--- config.mk ---
export PLATFORM = sky130hd
export DESIGN_NAME = i2s_tx_serializer
export DESIGN_NICKNAME = d
export VERILOG_FILES = /design/src/rtl/i2s_tx_serializer.sv
export SDC_FILE = /design/constraint.sdc
export NUM_CORES = 1
export LEC_CHECK = 0
export CORE_MARGIN = 5
export CORE_UTILIZATION = 40
export CTS_BUF_LIST = sky130_fd_sc_hd__clkbuf_4 sky130_fd_sc_hd__clkbuf_8
export CTS_CLUSTER_DIAMETER = 120
export DETAILED_ROUTE_END_ITERATION = 8
export SYNTH_ARGS = -nofsm -noshare
export SYNTH_HDL_FRONTEND = slang
export SYNTH_SLANG_ARGS = --single-unit
--- constraint.sdc ---
create_clock -name clk -period 5.1 [get_ports clk]
set_input_delay 0.51 -clock clk [delete_from_list [all_inputs] [get_ports clk]]
set_output_delay 0.51 -clock clk [all_outputs]
set_load 0.05 [all_outputs]
--- src/rtl/i2s_tx_serializer.sv ---
// I2S transmit serializer: buffers stereo sample pairs in a small FIFO and shifts each pair
// out MSB-first on SD, with WS leading the slot boundary by one bit and in_valid qualifying bits.
module i2s_tx_serializer #(
  parameter int DATA_W     = 32,
  parameter int FIFO_DEPTH = 2
) (
  input  logic              clk,
  input  logic              rst,
  input  logic              s_valid,
  output logic              s_ready,
  input  logic [DATA_W-1:0] s_left,
  input  logic [DATA_W-1:0] s_right,
  output logic              in_valid,
  output logic              SD,
  output logic              WS,
  output logic              frame_done,
  output logic              underrun,
  output logic [1:0]        fsm_state
);

  localparam int PTR_W = (FIFO_DEPTH > 1) ? $clog2(FIFO_DEPTH) : 1;
  localparam int CNT_W = $clog2(FIFO_DEPTH + 1);
  localparam int BIT_W = $clog2(DATA_W);
  localparam logic [BIT_W-1:0] LAST_BIT = BIT_W'(DATA_W - 1);

  typedef enum logic [1:0] {
    IDLE  = 2'd0,
    LEFT  = 2'd1,
    RIGHT = 2'd2
  } state_t;

  // Handshake: a pair transfers on a rising edge where s_valid && s_ready; s_ready depends only
  // on the registered occupancy, so a pop on the same edge never frees a slot for that push.
  logic [DATA_W-1:0] mem_l [FIFO_DEPTH];
  logic [DATA_W-1:0] mem_r [FIFO_DEPTH];
  logic [PTR_W-1:0]  wr_ptr;
  logic [PTR_W-1:0]  rd_ptr;
  logic [CNT_W-1:0]  count;
  logic              push;
  logic              pop;
  logic              fifo_empty;
  logic [DATA_W-1:0] head_l;
  logic [DATA_W-1:0] head_r;

  state_t            state;
  logic [BIT_W-1:0]  cnt;
  logic [BIT_W-1:0]  cnt_dn;
  logic [DATA_W-1:0] cur_l;
  logic [DATA_W-1:0] cur_r;

  function automatic logic [PTR_W-1:0] next_ptr(input logic [PTR_W-1:0] p);
    if (p == PTR_W'(FIFO_DEPTH - 1)) return '0;
    return p + PTR_W'(1);
  endfunction

  assign s_ready    = (count < CNT_W'(FIFO_DEPTH));
  assign fifo_empty = (count == '0);
  assign push       = s_valid && s_ready;
  assign head_l     = mem_l[rd_ptr];
  assign head_r     = mem_r[rd_ptr];
  assign cnt_dn     = cnt - BIT_W'(1);
  assign fsm_state  = state;

  // WS low on the last right bit is the registered decision to continue straight into a new pair.
  assign pop = ((state == IDLE) && !fifo_empty) ||
               ((state == RIGHT) && (cnt == '0) && !WS);

  always_ff @(posedge clk) begin
    if (push) begin
      mem_l[wr_ptr] <= s_left;
      mem_r[wr_ptr] <= s_right;
    end
  end

  always_ff @(posedge clk or posedge rst) begin
    if (rst) begin
      wr_ptr <= '0;
      rd_ptr <= '0;
      count  <= '0;
    end else begin
      if (push) wr_ptr <= next_ptr(wr_ptr);
      if (pop)  rd_ptr <= next_ptr(rd_ptr);
      case ({push, pop})
        2'b10:   count <= count + CNT_W'(1);
        2'b01:   count <= count - CNT_W'(1);
        default: count <= count;
      endcase
    end
  end

  always_ff @(posedge clk or posedge rst) begin
    if (rst) begin
      state      <= IDLE;
      cnt        <= '0;
      cur_l      <= '0;
      cur_r      <= '0;
      in_valid   <= 1'b0;
      SD         <= 1'b0;
      WS         <= 1'b0;
      frame_done <= 1'b0;
      underrun   <= 1'b0;
    end else begin
      frame_done <= 1'b0;
      underrun   <= 1'b0;
      case (state)
        IDLE: begin
          if (!fifo_empty) begin
            cur_l    <= head_l;
            cur_r    <= head_r;
            state    <= LEFT;
            cnt      <= LAST_BIT;
            in_valid <= 1'b1;
            SD       <= head_l[DATA_W-1];
            WS       <= 1'b0;
          end else begin
            in_valid <= 1'b0;
            SD       <= 1'b0;
            WS       <= 1'b0;
          end
        end
        LEFT: begin
          if (cnt == '0) begin
            state <= RIGHT;
            cnt   <= LAST_BIT;
            SD    <= cur_r[DATA_W-1];
            WS    <= 1'b1;
          end else begin
            cnt <= cnt_dn;
            SD  <= cur_l[cnt_dn];
            WS  <= (cnt == BIT_W'(1));
          end
        end
        RIGHT: begin
          if (cnt == '0) begin
            frame_done <= 1'b1;
            if (!WS) begin
              cur_l <= head_l;
              cur_r <= head_r;
              state <= LEFT;
              cnt   <= LAST_BIT;
              SD    <= head_l[DATA_W-1];
              WS    <= 1'b0;
            end else begin
              state    <= IDLE;
              in_valid <= 1'b0;
              SD       <= 1'b0;
              WS       <= 1'b0;
              underrun <= 1'b1;
            end
          end else begin
            cnt <= cnt_dn;
            SD  <= cur_r[cnt_dn];
            // Entering the last right bit: WS announces whether another pair follows.
            WS  <= (cnt == BIT_W'(1)) ? fifo_empty : 1'b1;
          end
        end
        default: begin
          state    <= IDLE;
          in_valid <= 1'b0;
          SD       <= 1'b0;
          WS       <= 1'b0;
        end
      endcase
    end
  end

endmodule
; After elaboration in Yosys (flattened, before gate mapping)
; Memory sizes are Yosys's and may differ from the RTL's.
; Index checks and enable logic that the tools add are counted.
[totals]
register_bits = 80
n_memories = 2
output_inout_bits = 8
mem_bits_rw = 128
[op_classes]
mux = 51
n_lt_le_gt_ge = 2
reduce_logical = 17
eq_ne = 11
n_bitwise = 1
add_sub_neg = 5
[mem_list]
columns = memory, words, word_bits, read_ports, rd_clocked_by_memory_dff, wr, line_no
row1 = mem_l, 2, 32, 1, 0, 1, 34  ; logic [DATA_W-1:0] mem_l [FIFO_DEPTH];
row2 = mem_r, 2, 32, 1, 0, 1, 35  ; logic [DATA_W-1:0] mem_r [FIFO_DEPTH];
[op_table]
columns = operator, count
row1 = two-way mux 32 bit, 6
row2 = one-hot mux 32 bit (2 select lines), 2
row3 = two-way mux 1 bit, 28
row4 = two-way mux 5 bit, 4
row5 = one-hot mux 5 bit (3 select lines), 1
row6 = binary-select mux 1 bit (select 5 bit), 2
row7 = AND reduction 3 bit, 3
row8 = "inequality test 2 bit, second input constant", 4
row9 = "< comparator 5 x 6 -> 1 bit, second input constant", 1
row10 = two-way mux 2 bit, 3
row11 = one-hot mux 1 bit (3 select lines), 2
row12 = one-hot mux 2 bit (3 select lines), 1
row13 = "equality test 5 x 1 -> 1 bit, second input constant", 1
row14 = zero test 5 bit, 1
row15 = "subtractor 5 x 1 -> 5 bit, second input constant", 1
row16 = "equality test 2 x 1 -> 1 bit, second input constant", 2
row17 = "equality test 2 bit, second input constant", 2
row18 = logical AND 1 bit, 4
row19 = zero test 2 bit, 2
row20 = one-hot mux 2 bit (2 select lines), 1
row21 = AND reduction 4 bit, 1
row22 = nonzero test 2 bit, 2
row23 = "inequality test 3 bit, second input constant", 1
row24 = nonzero test 3 bit, 1
row25 = other kinds (9), 11

; Depth between registers and ports, before layout
; Gate-level depths: netlist of run 1.
[logic_depth]
word_depth = 6
depth_mapped = 11

; Worst setup path after synthesis of run 1
; OpenSTA, ideal clock, no wires.
[synth_timing]
path_type = register -> register
startpoint = reg count[1]
endpoint = mem mem_l[0][0] (enable)
setup_slack_ns = 0.976
arrival_ns = 3.637
setup_ns = 0.487
stages_incl_launch_ff = 4
cell_sequence = dfrtp_1 > inv_1 > nand2_1 > nor2_1
[synth_via]
elab_chain_cells = 4
[synth_rtl]
columns = item, line_no
row1 = from (decl), 38  ; logic [CNT_W-1:0] count;
row2 = from (signal assigned), 84  ; 2'b10: count <= count + CNT_W'(1);
row3 = from (signal assigned), 85  ; 2'b01: count <= count - CNT_W'(1);
row4 = from (signal assigned), 86  ; default: count <= count;
row5 = < comparator 2 bit, 56  ; assign s_ready = (count < CNT_W'(FIFO_DEPTH));
row6 = via s_ready, 10  ; output logic s_ready,
row7 = logical AND 1 bit, 58  ; assign push = s_valid && s_ready;
row8 = two-way mux 1 bit, 69  ; if (push) begin
row9 = two-way mux 1 bit (not written as such), 70  ; mem_l[wr_ptr] <= s_left;
row10 = to (decl), 34
; The timed path passes the listed nets, and every way through them passes these cells.

; Worst setup path after layout of run 1
[layout_timing]
startpoint = reg cnt[1]
endpoint = reg SD
[layout_via]
elab_chain_cells = 5
[layout_rtl]
columns = item, line_no
row1 = from (decl), 46  ; logic [BIT_W-1:0] cnt;
row2 = from (signal assigned), 128  ; cnt <= cnt_dn;
row3 = from (signal assigned), 151  ; cnt <= cnt_dn;
row4 = subtractor 5 x 1 -> 5 bit, 61  ; assign cnt_dn = cnt - BIT_W'(1);
row5 = binary-select mux 1 bit (select 5 bit) (on tied branches), "152, 129"
row6 = two-way mux 1 bit (on tied branches), "152, 129"
row7 = two-way mux 1 bit (on tied branches), "134, 122"
row8 = one-hot mux 1 bit (3 select lines) (*), 105  ; case (state)
row9 = to (signal assigned), 113  ; SD <= head_l[DATA_W-1];
row10 = to (signal assigned), 141  ; SD <= head_l[DATA_W-1];
row11 = to (signal assigned), 152  ; SD <= cur_r[cnt_dn];
row12 = to (decl), 14  ; output logic SD,
; Mark *: on every way between the ends. The rest lies on a longest branch, timed or not. The select of a mux whose other input is x is not followed.
; A chain may end at the register's enable or synchronous reset.

==> run_results.csv, run 1 <==
group,metric,value,unit
sta,tightest_slew,1250,ps
global_route,grt_pass1_wl,26300,µm
sta,max_freq,364,MHz
cells_and_area,antennaDiodeCount,0,
placed_design,hpwl,9940,µm
cts,cts_root_buf,"clkbuf_8",
worst_setup_path,critPathLaunchType,"register",
synth,yosysSeqAreaShare,0.678,
global_route,antenna_found_initial,0,
placed_design,pre_cts_ws,2040,ps
global_route,grt_max_degree,97,
global_route,grt_pass1_vias,5057,
sta,finClkSkew,14.1,ps
synth,synth.net_count,625,
cts,postCtsHoldBufs,0,
sta,slew_headroom,0.165,
die,row_count,53,
sta,postLayoutSetupSlackWorst,2350,ps
cts,clockBufferDepth,3,
drt,wl_met3,846,µm
worst_setup_path,critical_path_class,"reg -> reg",
drt,first_pass_iters,4,
drt,ant_nets,0,
drt,met1Wirelength,6760,µm
drt,wirelength,16100,µm
synth,async_reset_ff_frac,0.385,
drt,wl_met2,8230,µm
drt,vias,4604,
job,cap_violations,0,
drt,drc,0,
worst_setup_path,worst_ep_arrival_time,3130,ps
placed_design,place_congestion,0.811,
synth,ys.flop_type,"edfxtp_1",
synth,ys_types,41,
die,die_w,157,µm
cts,cts_made_buffers,38,
die,core-area,0.0212,mm²
worst_setup_path,r2r_cells,7,
synth,yosysWarnings,0,
die,die_h,157,µm
die,die-area,0.0246,mm²
cts,cts_sinks,208,
global_route,grt_overflow,0,
drt,routed.top_layer,"met4",
cells_and_area,num-fill-cells,1813,
sta,rsz0062_at_grt,"false",
cts,tritoncts,"built",
cells_and_area,drive_above_1_share,0.245,
cts,path_clk_slew,60,ps
power_and_ir_drop,power_leakage,4.15,nW
cts,clk_latency,510,ps
placed_design,io_buffer_count,74,
drt,drtIter0Drc,227,
power_and_ir_drop,vdd_ir_drop_max,0.197,mV
hold_path,hold_path.class,"in -> async",
synth,synth_seq_cells,208,
sta,fin_crit_sh,0.539,
cells_and_area,nNetsFinal,716,
sta,finalHoldViolCount,0,
die,initial_core_util,0.408,
sta,setup_viol,0,
worst_setup_path,cp_max_fo,17,
cells_and_area,area_growth,19.1,%
cts,post-cts-setup-buffers,0,
synth,postSynthAreaPerCell,15.7,µm²
outcome,status,"completed",
sta,setup_tns,0,ps
worst_setup_path,endpoint_kind,"register",
global_route,grtUsageTotal,0.135,
cts,htreeDepth,2,
drt,vias_per_cell,4.88,
sta,fin_crit,2750,ps
power_and_ir_drop,power.total,0.00393,W
synth,synth_edf_count,128,
synth,syn_inst,550,
die,ios,75,
power_and_ir_drop,power.density,382,mW/mm²
cts,ctsResizeCount,0,
sta,drv_slew,0,
synth,synth.cell_area,0.00863,mm²
drt,routedWlPerCell,17.1,µm
worst_setup_path,cp.required,5480,ps
## Yosys cell counts, types with 2 or more instances
cell	number	area (µm²)
edfxtp_1	128	3840
dfrtp_1	80	2000
mux2i_1	71	711
nor2_1	68	255
a21oi_2	56	490
a21oi_1	17	85.1
mux4_2	16	360
buf_6	15	169
nor2_2	10	62.6
o21ai_0	10	50.1
ha_1	8	100
clkbuf_1	6	22.5
inv_1	6	22.5
nand2_1	6	22.5
xnor2_1	6	52.6
buf_2	4	20.0
nand2b_1	4	25.0
nor3_1	4	20.0
and2_1	3	18.8
and3_1	3	18.8
nor2b_1	3	18.8
o211ai_1	3	22.5
a211oi_1	2	15.0
a21boi_0	2	15.0
a31oi_1	2	12.5
buf_8	2	30.0
## layer usage
metal / global-route usage / vias up
met5: 0 / -
met1: 0.168 / 2266
met2: 0.231 / 101
met4: 0.0463 / 0
li1: - / 2212
met3: 0.0348 / 25
## worst max-delay path: stages (launching register included)
cell,delay [ps]
dfrtp_1,380
inv_1,90
ha_1,910
mux4_2,610
a211oi_1,240
a21oi_1,70
o211ai_1,200
a31oi_1,120
## state kept, by name (all words and copies together) (netlist names)
signal,cells
underrun,1
WS,1
count,2
in_valid,1
frame_done,1
mem_r,64
rd_ptr,1
wr_ptr,1
SD,1
fsm_state,2
cnt,5
cur_l,32
cur_r,32
mem_l,64
## cell usage in the layout (no fill, tap or decap), drive strengths merged, types with 2 or more instances in the layout
master,instances
a21oi,74
dfrtp,80
xnor2,6
a31oi,2
clkinv,7
nand2,7
clkbuf,61
a21boi,2
clkdlybuf4s50,74
nor3,5
ha,8
mux4,16
nor2,78
and2,3
nand2b,4
and3,3
o211ai,3
mux2i,71
buf,6
inv,5
a211oi,2
edfxtp,128
nor2b,3
xor2,2
o21ai,10
## worst paths after layout
check,end,slack (ps),from
max,SD$_DFF_PP0_,2350,cnt[1]$_DFFE_PP0P_
min,cur_l[9]$_DFFE_PP0P_,380,rst
max reg2reg,SD$_DFF_PP0_,2350,cnt[1]$_DFFE_PP0P_
min reg2reg,cur_r[12]$_DFFE_PP0P_,510,cur_r[12]$_DFFE_PP0P_
max in group asynchronous,rd_ptr$_DFFE_PP0N_,3610,rst
min in group clk,cur_r[12]$_DFFE_PP0P_,510,cur_r[12]$_DFFE_PP0P_
## where the power goes
group	total [W]	switching (W)	internal [W]	leakage (nW)
clock network	0.00153	0.000639	0.000891	0.406
logic	0.000321	0.000215	0.000106	1.65
registers	0.00208	0.0000506	0.00203	2.09
## cell type report
type	instances	area [µm²]	share of cell area
clock buffers	61	721	0.0702
inverters	6	23.8	0.00231
well taps	275	344	0.0335
repair buffers	80	786	0.0765
flip-flops and latches	208	5850	0.569
clock inverters	7	33.8	0.00329
multi-input cells	307	2510	0.245
## cell families after synthesis
| logic type | synth area share |
|---|---|
| buffers and inverters | 0.0319 |
| flip-flops | 0.678 |
| adder cells (fa/ha/maj) | 0.0116 |
| XOR/XNOR | 0.0103 |
| multiplexers | 0.124 |
| AND/OR/NAND/NOR | 0.0585 |
| AO/OA/AOI/OAI | 0.0859 |
## per-stage QoR
| stage | utilization | instance area [µm²] | cells | hold slack [ps] |
|---|---|---|---|---|
| after global routing | 0.486 | 10300 | 944 | 411 |
| after global placement | 0.450 | 9520 | 876 | 498 |
| final | 0.486 | 10300 | 944 | 377 |
| after detailed placement | 0.450 | 9520 | 876 | 506 |
| after floorplan | - | 8630 | 550 | 461 |
| after CTS | 0.486 | 10300 | 944 | 371 |
No activity file was read; power rests on OpenSTA's default activity.
==> run 2: changes to the inputs <==
Clock period 5.1 ns to 2.74 ns, I/O delays scaled along.
==> run 2 against run 1 <==
  * Design area increased by 0.63%
  * Cell count is 0.11% higher
  * Clock-buffer cell count decreased by 4
  * Sequential share of layout area decreased by 0.36 points
  * Hold slack worse by 180 ps
  * Flip-flop and latch count unchanged
  * Routed wire length decreased by 2.1%
  * First-iteration DRC count grew 24%
  * Core utilization is 0.31 points higher
  * Total power increased by 86%
==> run_results.csv, run 2 (synthesis gave the netlist of run 1 again) <==
group,metric,value,unit
power_and_ir_drop,power.density,705,mW/mm²
die,core-area,0.0212,mm²
die,row_count,53,
cts,clockBufferDepth,3,
cts,path_clk_slew,50,ps
sta,setup_viol,0,
hold_path,hold_path.class,"in -> async",
cts,clk_latency,510,ps
worst_setup_path,max_stage_delay,610,ps
sta,tightest_slew,689,ps
cells_and_area,drive_above_1_share,0.243,
global_route,grt_max_degree,65,
die,die-area,0.0246,mm²
placed_design,place_congestion,0.823,
drt,drtIter0Drc,281,
cells_and_area,antennaDiodeCount,0,
drt,vias,4641,
sta,max_freq,412,MHz
drt,routedWlPerCell,16.7,µm
worst_setup_path,cp.required,3120,ps
worst_setup_path,regToRegStartpoint,"cnt[1]$_DFFE_PP0P_",
die,initial_core_util,0.408,
placed_design,hpwl,10500,µm
sta,fin_crit,2420,ps
sta,drv_slew,0,
drt,first_pass_iters,4,
cells_and_area,final_cell_mix,"edfxtp_1 (128), dfrtp_1 (79), clkdlybuf4s50_1 (74), mux2i_1 (71), nor2_1 (67)",
worst_setup_path,cp_max_fo,10,
cells_and_area,largestRegisters,"mem_l (64), mem_r (64)",
sta,slew_headroom,0.540,
worst_setup_path,r2r_slack,320,ps
cts,htreeDepth,2,
global_route,grtUsageTotal,0.132,
global_route,antenna_found_initial,0,
sta,rsz0062_at_grt,"false",
global_route,grt_pass1_wl,25800,µm
worst_setup_path,endpoint_kind,"register",
sta,fin_crit_sh,0.885,
global_route,grt_overflow,0,
worst_setup_path,crit_family,"compound AO/OA/AOI/OAI gates",
worst_setup_path,r2r_cells,7,
worst_setup_path,worst_ep_arrival_time,2800,ps
cells_and_area,design_area,0.0103,mm²
cells_and_area,area_growth,19.8,%
worst_setup_path,critPathLaunchType,"register",
drt,vias_per_cell,4.91,
power_and_ir_drop,vdd_ir_drop_max,0.331,mV
cells_and_area,nNetsFinal,719,
global_route,grt_pass1_vias,4977,
placed_design,io_buffer_count,74,
cells_and_area,layout.cells.most_common,"edfxtp_1",
cts,post-cts-setup-buffers,0,
cells_and_area,fin_util,0.489,
worst_setup_path,r2r-end,"SD$_DFF_PP0_",
worst_setup_path,critical_path_class,"reg -> reg",
placed_design,dpl_cell_area,0.00960,mm²
cts,tritoncts,"built",
sta,setup_tns,0,ps
worst_setup_path,slowest_stage,"ha_1",
job,cap_violations,0,
cts,cts_root_buf,"clkbuf_8",
drt,drc,0,
die,die_w,157,µm
sta,finClkSkew,21.3,ps
sta,finalHoldViolCount,0,
power_and_ir_drop,power_leakage,4.18,nW
die,die_h,157,µm
cts,postCtsHoldBufs,0,
cts,cts_sinks,208,
cts,cts_made_buffers,36,
cts,ctsResizeCount,0,
outcome,status,"completed",
drt,ant_nets,0,
drt,wirelength,15800,µm
die,ios,75,
worst_setup_path,path_cells,"inv_1 -> ha_1 -> mux4_2 -> a211oi_1 -> a21oi_1 -> o211ai_1 -> a31oi_1",
worst_setup_path,cp_num_buf_inv,1,
run 2: cell count changes in the layout (fill, tap and decap cells not counted):
| cell | delta |
|---|---|
| buf_12 | +4 |
| buf_4 | +1 |
| bufinv_16 | +1 |
| clkbuf_4 | -2 |
| clkbuf_8 | -2 |
| clkinv_1 | +2 |
| clkinv_2 | -2 |
| clkinvlp_4 | -1 |
run 2: worst reg2reg max path, cell delays in order, from the launching register on:
cell	delay [ps]
dfrtp_1	380
inv_1	100
ha_1	610
mux4_2	580
a211oi_1	280
a21oi_1	80
o211ai_1	180
a31oi_1	100
run 2: metal layers:
layer,part of all wire,up-vias,global-route usage
met1,0.43,2282,0.173
met2,0.49,124,0.214
met5,0,-,0
met3,0.053,27,0.0343
met4,0.019,0,0.0450
li1,-,2208,-
run 2: worst max path at each step:
stage / slack (ps) / cells after the start / endpoint / start
after floorplan: 320 / 10 / SD$_DFF_PP0_ / cnt[0]$_DFFE_PP0P_
after CTS: 260 / 7 / SD$_DFF_PP0_ / cnt[1]$_DFFE_PP0P_
after global placement: 340 / 7 / SD$_DFF_PP0_ / cnt[1]$_DFFE_PP0P_
after detailed placement: 280 / 7 / SD$_DFF_PP0_ / cnt[1]$_DFFE_PP0P_
after global routing: 140 / 7 / SD$_DFF_PP0_ / cnt[1]$_DFFE_PP0P_
final: 320 / 7 / SD$_DFF_PP0_ / cnt[1]$_DFFE_PP0P_
run 2: cell type report:
| class | count | area [µm²] |
|---|---|---|
| Tap cell | 275 | 344 |
| Sequential cell | 208 | 5850 |
| Multi-Input combinational cell | 307 | 2510 |
| Fill cell | 1761 | 10800 |
| Clock buffer | 57 | 678 |
| Clock inverter | 7 | 53.8 |
| Timing Repair Buffer | 85 | 873 |
| Inverter | 6 | 23.8 |
run 2: power breakdown:
part           internal (W)  switching, W  leakage (nW)
registers           0.00377     0.0000930          2.09
logic              0.000209      0.000412          1.69
clock network       0.00166       0.00115         0.392
total               0.00563       0.00165          4.18
run 2: metrics by stage:
step | worst slack, ps | hold slack [ps] | instances | total power, W
after floorplan | 321 | 373 | 550 | 0.00425
after global placement | 342 | 493 | 881 | 0.00454
after detailed placement | 284 | 500 | 881 | 0.00457
after CTS | 261 | 216 | 945 | 0.00741
after global routing | 142 | 242 | 945 | 0.00762
final | 315 | 197 | 945 | 0.00729
==> run 3: changes to the inputs <==
Settings changed: CORE_MARGIN 5 to 3, CORE_UTILIZATION 40 to 50, PLACE_DENSITY set to 0.71.
==> run 3 against run 2 <==
  * Core utilization rose by 12 points
  * Combinational power rose by 3%
  * Clock skew rose by 3.7 ps
  * Critical path type unchanged
  * Highest routed layer unchanged
==> run_results.csv, run 3 (synthesis gave the netlist of run 1 again) <==
group,metric,value,unit
outcome,status,"completed",
placed_design,place_congestion,0.914,
sta,slew_headroom,0.570,
sta,setup_viol,0,
drt,routedWlPerCell,16.9,µm
global_route,grt_pass1_wl,25000,µm
cells_and_area,design_area,0.0103,mm²
power_and_ir_drop,p_clk_frac,0.372,
drt,wirelength,15000,µm
power_and_ir_drop,combPwrFrac,0.089,
placed_design,dpl_cell_area,0.00957,mm²
worst_setup_path,cp-startpoint,"cnt[1]$_DFFE_PP0P_",
cts,tritoncts,"built",
drt,ant_nets,0,
worst_setup_path,critical_path_class,"reg -> reg",
worst_setup_path,r2r_cells,9,
cts,postCtsHoldBufs,0,
worst_setup_path,cp.required,3110,ps
power_and_ir_drop,p_sw,0.00165,W
die,initial_core_util,0.515,
global_route,grtUsageTotal,0.170,
job,cap_violations,0,
die,ios,75,
cts,cts_made_buffers,35,
placed_design,dp.cells,825,
cells_and_area,layout.cells.most_common,"edfxtp_1",
cells_and_area,antennaDiodeCount,0,
worst_setup_path,slowest_stage,"ha_1",
die,die_w,137,µm
worst_setup_path,cp_max_fo,7,
power_and_ir_drop,vdd_ir_drop_max,0.363,mV
power_and_ir_drop,switching_share,0.230,
power_and_ir_drop,power.density,699,mW/mm²
global_route,antenna_found_initial,0,
worst_setup_path,endpoint,"SD$_DFF_PP0_",
drt,vias_per_cell,5.25,
sta,finalHoldViolCount,0,
worst_setup_path,path_cells,"inv_1 -> ha_1 -> buf_4 -> mux4_2 -> nor2b_1 -> a211oi_1 -> a21oi_1 -> o211ai_1 -> a31oi_1",
cells_and_area,post_layout_nonfiller_instances,889,
sta,finClkSkew,25.1,ps
hold_path,hold_path.class,"in -> async",
worst_setup_path,endpoint_kind,"register",
global_route,grt_max_degree,85,
sta,postLayoutSetupSlackWorst,383,ps
placed_design,pre_cts_ws,369,ps
worst_setup_path,max_stage_delay,490,ps
placed_design,io_buffer_count,74,
worst_setup_path,r2r-end,"SD$_DFF_PP0_",
die,row_count,47,
cts,ctsResizeCount,0,
worst_setup_path,r2r_slack,380,ps
power_and_ir_drop,p_seq_frac,0.539,
sta,tightest_slew,644,ps
die,die_h,137,µm
cts,cts_root_buf,"clkbuf_8",
cells_and_area,nNetsFinal,717,
sta,fin_crit_sh,0.860,
drt,first_pass_iters,4,
die,die-area,0.0189,mm²
cts,htreeDepth,2,
cts,clk_latency,510,ps
worst_setup_path,regToRegStartpoint,"cnt[1]$_DFFE_PP0P_",
sta,max_freq,424,MHz
drt,drc,0,
worst_setup_path,worst_ep_arrival_time,2730,ps
sta,fin_crit,2360,ps
cells_and_area,final_cell_mix,"edfxtp_1 (128), dfrtp_1 (79), clkdlybuf4s50_1 (74), mux2i_1 (71), nor2_1 (67)",
sta,setup_tns,0,ps
cells_and_area,drive_above_1_share,0.245,
sta,rsz0062_at_grt,"false",
sta,drv_slew,0,
global_route,grt_pass1_vias,4960,
cts,post-cts-setup-buffers,0,
power_and_ir_drop,power_leakage,4.16,nW
cts,path_clk_slew,60,ps
drt,drtIter0Drc,214,
global_route,grt_overflow,0,
cells_and_area,area_growth,19.0,%
cts,cts_sinks,208,
cts,clockBufferDepth,3,
placed_design,hpwl,9710,µm
worst_setup_path,critPathLaunchType,"register",
cells_and_area,largestRegisters,"mem_l (64), mem_r (64)",
power_and_ir_drop,p_int,0.00553,W
die,core-area,0.0168,mm²
drt,vias,4663,
[run 3: changes by cell type in the layout (fill, tap and decap cells not counted), sizes merged]
cell | previous run | this run
clkinvlp | 0 | 3
buf | 11 | 10
bufinv | 1 | 0
clkbuf | 57 | 56
clkinv | 7 | 6
[run 3: how the worst min path moves through the flow]
stage,slack [ps],depth (start not counted),startpoint,to
6_report,170,2,rst,cur_l[27]$_DFFE_PP0P_
5_1_grt,200,2,rst,cur_l[27]$_DFFE_PP0P_
4_1_cts,160,2,rst,cur_l[27]$_DFFE_PP0P_
3_5_place_dp,510,2,cur_l[18]$_DFFE_PP0P_,cur_l[18]$_DFFE_PP0P_
3_3_place_gp,500,2,in_valid$_DFFE_PP0P_,in_valid$_DFFE_PP0P_
2_1_floorplan,370,0,s_left[0],mem_l[0][0]$_DFFE_PP_
[run 3: area by class of cell]
class                           count  area [µm²]
Clock buffer                       56         658
Clock inverter                      8        43.8
Fill cell                        1298        6490
Inverter                            6        23.8
Multi-Input combinational cell    307        2510
Sequential cell                   208        5850
Tap cell                          220         275
Timing Repair Buffer               84         903
[run 3: worst max-delay path: cells and delay by family, from the launching register on]
| kind | cells | cell delay (ps) |
|---|---|---|
| AOI/OAI and AO/OA | 4 | 580 |
| adders and majority gates | 1 | 490 |
| buffers and inverters | 2 | 330 |
| DFF | 1 | 390 |
| muxes | 1 | 290 |
| and+or+nand+nor | 1 | 140 |
[run 3: power groups by stage]
stage	sequential (W)	clock [W]	combinational, W
after floorplan	0.00391	0	0.000345
after global placement	0.00391	0	0.000640
after detailed placement	0.00393	0	0.000666
after CTS	0.00387	0.00275	0.000665
after global routing	0.00389	0.00292	0.000709
final	0.00386	0.00267	0.000641
[run 3: layer usage]
layer / global-route usage / wire (µm)
met4: 0.0626 / 360
met5: 0 / 0
met2: 0.278 / 7540
met3: 0.0369 / 617
met1: 0.225 / 6500
[run 3: per-stage QoR]
| step | hold slack [ps] | power [W] | utilization |
|---|---|---|---|
| 2_1_floorplan | 373 | 0.00425 | - |
| 3_3_place_gp | 496 | 0.00455 | 0.571 |
| 3_5_place_dp | 505 | 0.00460 | 0.571 |
| 4_1_cts | 158 | 0.00729 | 0.613 |
| 5_1_grt | 197 | 0.00752 | 0.613 |
| 6_report | 167 | 0.00718 | 0.613 |
==> RTL change 1, RTL diff (config.mk and constraints of run 2) <==
`DATA_W`: 32 -> 64.
--- a/src/rtl/i2s_tx_serializer.sv
+++ b/src/rtl/i2s_tx_serializer.sv
@@ -2,5 +2,5 @@
 // out MSB-first on SD, with WS leading the slot boundary by one bit and in_valid qualifying bits.
 module i2s_tx_serializer #(
-  parameter int DATA_W     = 32,
+  parameter int DATA_W     = 64,
   parameter int FIFO_DEPTH = 2
 ) (
Interface: changed (resized s_left and s_right); port bits go from 75 to 139. No check against the original RTL was run, so the function may have changed too.
==> RTL change 1 against run 2 <==
- total power up 91%
- design area grew 86%
- routed wire length grew 100%
- sequential share of layout area rose by 2.4 points
- non-clock buffer count is 79 higher
- largest cell class unchanged
- synthesized area grew 81%
- sequential cell count is 193 higher
- worst setup slack got worse by 0.25 ns
==> RTL change 1: results <==
[layout]
nNetsFinal = 1310
top_regs = "mem_l: 128 flops, mem_r: 128 flops"
diodes = 0
layout-drive-gt1-share = 0.145

[placement]
gp_congestion = 0.841
port_buffers = 138
dp_slack_ns = -0.00874
hpwlAfterDp_um = 21100

[global_route]
grt_max_degree = 131
grt_first_pass_wirelength_um = 50600
grt_use_total = 0.149
grt_pass1_vias = 8980
antenna_found_initial = 0

[worst_setup_path]
ff2ff_path_depth = 6
r2r-end = "SD"
r2r_slack_ns = 0.06
startpoint = "cnt[1]"
cp_max_fo = 4
cp.arrival_ns = 3.13

[min_path]
hp-class = "primary input to asynchronous set/reset pin"

[logic_synthesis]
ys_seq_area_frac = 0.725
yosysWarnings = 0
synth_cell_types = 49
ys_async_sr_fraction = 0.362
synthTopCellsByArea = "edfxtp_1 49%, dfrtp_1 23%, mux2i_1 8.3%"
synth_edf_count = 256
synth-compound-area-share = 0.0575
mappedNetlistNets = 1133
synth_xor_area_frac = 0.00617
muxShareOfSynthArea = 0.136
synthAdderAreaFrac = 0.00561
synthTopCellsByCount = "256 x edfxtp_1, 145 x dfrtp_1, 140 x nand2_1"

[clock_tree]
clk_pin_slew_ns = 0.06
cts-root-buf = "clkbuf_8"
h-tree-depth = 3
clk_path_buf_depth = 3
numCtsBuffers = 67
clk_latency_ns = 0.58

[pwr]
p_leak_nw = 8.10
p_clk_frac = 0.384
p_sw_frac = 0.225
peakVddDrop_uv = 318
power_frac_comb = 0.080
power.density_nw_per_um2 = 724

[route]
vias_per_cell = 4.88
routed_wirelength_um = 32200
firstDrtPassIters = 5
drt-initial-drc-count = 572

[sta]
fin_skew_ns = 0.0217
max-slew-margin-rel = 0.517

[status]
outcome = "complete, no violations"
[RTL change 1: cell count changes after synthesis, sizes merged, moves of 4 or more]
cell     delta
clkbuf     +24
mux4       +19
and2        +5
edfxtp    +128
a21oi      -70
nand2     +134
nor3        -4
nor2       -60
o21ai     +123
a2111oi     +5
dfrtp      +65
mux2i      +59
[RTL change 1: cell type report]
class,count,area (um2)
tap,518,648
inverter,9,43.8
sequential,401,11300
multi-input combinational,529,4060
clock buffer,100,1200
clock inverter,21,168
fill,3292,19500
timing repair buffer,164,1740
[RTL change 1: layer usage]
metal  global-route usage  share of wire  up-vias
li1                     -              -     4072
met1                0.203           0.45     4197
met5                    0              0        -
met3               0.0388          0.051       46
met2                0.236           0.48      183
met4               0.0495          0.018        0
[RTL change 1: timing repair]
action,4_1_cts,5_1_grt
setup buffers,2,0
endpoints found under the setup margin,1,6
hold endpoints to repair,0,0
pin swaps,1,0
gates resized for setup,0,8
[RTL change 1: how the worst max path moves through the flow]
stage,to,slack [ns],cells after the start
final,SD,0.06,6
after global placement,SD,-0.02,9
after floorplan,mem_l[0][0],-0.34,3
after global routing,SD,-0.02,9
after detailed placement,SD,-0.009,6
after CTS,SD,0.04,6
[RTL change 1: critical path, stage by stage (launching register included)]
cell and delay [ns]:
dfrtp_1 0.43, inv_1 0.12, ha_4 0.35, mux4_4 0.64
mux4_2 0.52, a2111oi_4 0.34, o221ai_1 0.15
[RTL change 1: per-stage QoR]
step                setup TNS [ns]  area (um2)  hold slack, ns  cells
detailed placement        -0.00874       17800           0.468   1619
CTS                              0       19100           0.147   1742
floorplan                   -43.13       15700           0.373    995
global placement           -0.0244       17800           0.457   1619
finish                           0       19200           0.174   1742
global route               -0.0153       19200           0.183   1742
==> RTL change 2, RTL diff (flow settings as in run 2) <==
Without the edit above. Put one more register stage on the output `underrun`, with the module's reset. The value now appears one clock later. The other outputs are not delayed to match.
--- a/src/rtl/i2s_tx_serializer.sv
+++ b/src/rtl/i2s_tx_serializer.sv
@@ -29,4 +29,6 @@
     RIGHT = 2'd2
   } state_t;
+
+  logic underrun_s0;
 
   // Handshake: a pair transfers on a rising edge where s_valid && s_ready; s_ready depends only
@@ -99,8 +101,8 @@
       WS         <= 1'b0;
       frame_done <= 1'b0;
-      underrun   <= 1'b0;
+      underrun_s0 <= 1'b0;
     end else begin
       frame_done <= 1'b0;
-      underrun   <= 1'b0;
+      underrun_s0 <= 1'b0;
       case (state)
         IDLE: begin
@@ -146,5 +148,5 @@
               SD       <= 1'b0;
               WS       <= 1'b0;
-              underrun <= 1'b1;
+              underrun_s0 <= 1'b1;
             end
           end else begin
@@ -165,3 +167,11 @@
   end
 
+  always_ff @(posedge clk or posedge rst) begin
+    if (rst) begin
+      underrun <= '0;
+    end else begin
+      underrun <= underrun_s0;
+    end
+  end
+
 endmodule
Behaviour: same outputs for any inputs over 10 cycles, from zero or initial values and one cycle with rst high; that may be too few to reach the edited logic, so the function may still have changed.
==> RTL change 2 against run 2 <==
- sequential cell count is 1 higher
- non-clock buffer count stayed put
- die area is 0.27% higher
- worst hold slack worse by 0.0097 ns
- design area is 0.16% higher
- routed wire length is 2.2% lower
- synthesized area is 0.29% higher
- worst setup slack better by 0.045 ns
- total power is 0.68% lower
- clock skew is 0.0034 ns higher
- global-route usage is 0.19 points lower
- cell count stayed put
==> RTL change 2: results <==
[global_route]
antenna_found_initial = 0
grt_first_pass_wirelength_um = 25500
grt_pass1_vias = 5060
grt_use_total = 0.130

[route]
ant_nets = 0
firstDrtPassIters = 4
drt-initial-drc-count = 286
routed_wirelength_um = 15400
vias_per_cell = 4.83

[clock_tree]
cts-root-buf = "clkbuf_8"
numCtsBuffers = 35
clk_path_buf_depth = 3
postCtsSetupRepairBufs = 0

[logic_synthesis]
yosysWarnings = 0
synthTopCellsByCount = "128 x edfxtp_1, 81 x dfrtp_1, 71 x mux2i_1"
synth_xor_area_frac = 0.0103
synth_edf_count = 128
synth-compound-area-share = 0.0856
ys_seq_area_frac = 0.679
muxShareOfSynthArea = 0.124
mappedNetlistNets = 626
ys_async_sr_fraction = 0.388
synthAdderAreaFrac = 0.0116
synthTopCellsByArea = "edfxtp_1 44%, dfrtp_1 23%, mux2i_1 8.2%"

[layout]
fillers = 1788
nNetsFinal = 719
top_regs = "mem_l: 64 flops, mem_r: 64 flops"
layout-drive-gt1-share = 0.246
diodes = 0

[worst_setup_path]
crit_family = "adder cells"
critPathSlowestCell = "ha_1"
cp_max_fo = 10
cp.arrival_ns = 2.76

[status]
outcome = "complete, no violations"

[sta]
max-slew-margin-rel = 0.532
tns_ns = 0
fin_skew_ns = 0.0247

[pwr]
p_leak_nw = 4.18
peakVddDrop_uv = 351

[placement]
gp_congestion = 0.788
hpwlAfterDp_um = 9960
RTL change 2: cell types whose count changed in the layout (fill, tap and decap cells not counted):
cell        delta
clkinv_2       -1
clkbuf_8       -1
inv_6          +1
clkinv_1       -3
buf_12         +1
clkinvlp_4     +1
bufinv_16      -1
buf_4          -1
clkbuf_4       +3
dfrtp_1        +1
RTL change 2: cells by family (layout without fill, tap and decap cells):
logic type / after synthesis / after routing
fa+ha+maj: 8 / 8
flops: 209 / 209
xor+xnor: 8 / 8
simple gates: 107 / 107
buf+inv: 35 / 154
compound gates: 97 / 97
mux: 87 / 87
RTL change 2: worst paths after layout:
kind,cells past startpoint,slack (ns),endpoint,start
worst min-delay path,2,0.19,cur_l[9],rst
max in group asynchronous,3,1.88,cur_r[18],rst
worst min register to register,0,0.35,underrun,underrun_s0
worst max register to register,7,0.36,SD,cnt[1]
min in group clk,1,0.34,mem_l[0][24],s_left[24]
worst max-delay path,7,0.36,SD,cnt[1]
RTL change 2: final cells by class:
| cell class | instances | area [um2] | area share |
|---|---|---|---|
| Timing Repair Buffer | 85 | 886 | 0.0856 |
| Tap cell | 275 | 344 | 0.0332 |
| Multi-Input combinational cell | 307 | 2510 | 0.243 |
| Sequential cell | 209 | 5870 | 0.567 |
| Clock inverter | 4 | 23.8 | 0.00230 |
| Inverter | 6 | 23.8 | 0.00230 |
| Clock buffer | 59 | 687 | 0.0664 |
RTL change 2: per-stage QoR:
step	utilization	worst slack (ns)	area (um2)	instances	total power, W
after floorplan	-	0.316	8660	551	0.00427
final	0.489	0.360	10400	945	0.00724
after CTS	0.489	0.323	10400	945	0.00737
after global routing	0.489	0.199	10400	945	0.00759
after global placement	0.456	0.387	9640	882	0.00456
after detailed placement	0.456	0.316	9640	882	0.00459
RTL change 2: power breakdown:
group,leakage (nW),total (W),switching (W),internal [W]
logic,1.69,0.000629,0.000408,0.000221
clock network,0.380,0.00273,0.00115,0.00158
registers,2.11,0.00388,0.0000972,0.00378
RTL change 2: metal layers:
layer	GRT usage	vias to the layer above	wire, um	part of all wire
met1	0.174	2211	6850	0.44
met4	0.0471	0	329	0.021
li1	-	2211	-	-
met2	0.207	115	7410	0.48
met5	0	-	0	0
met3	0.0324	31	855	0.055
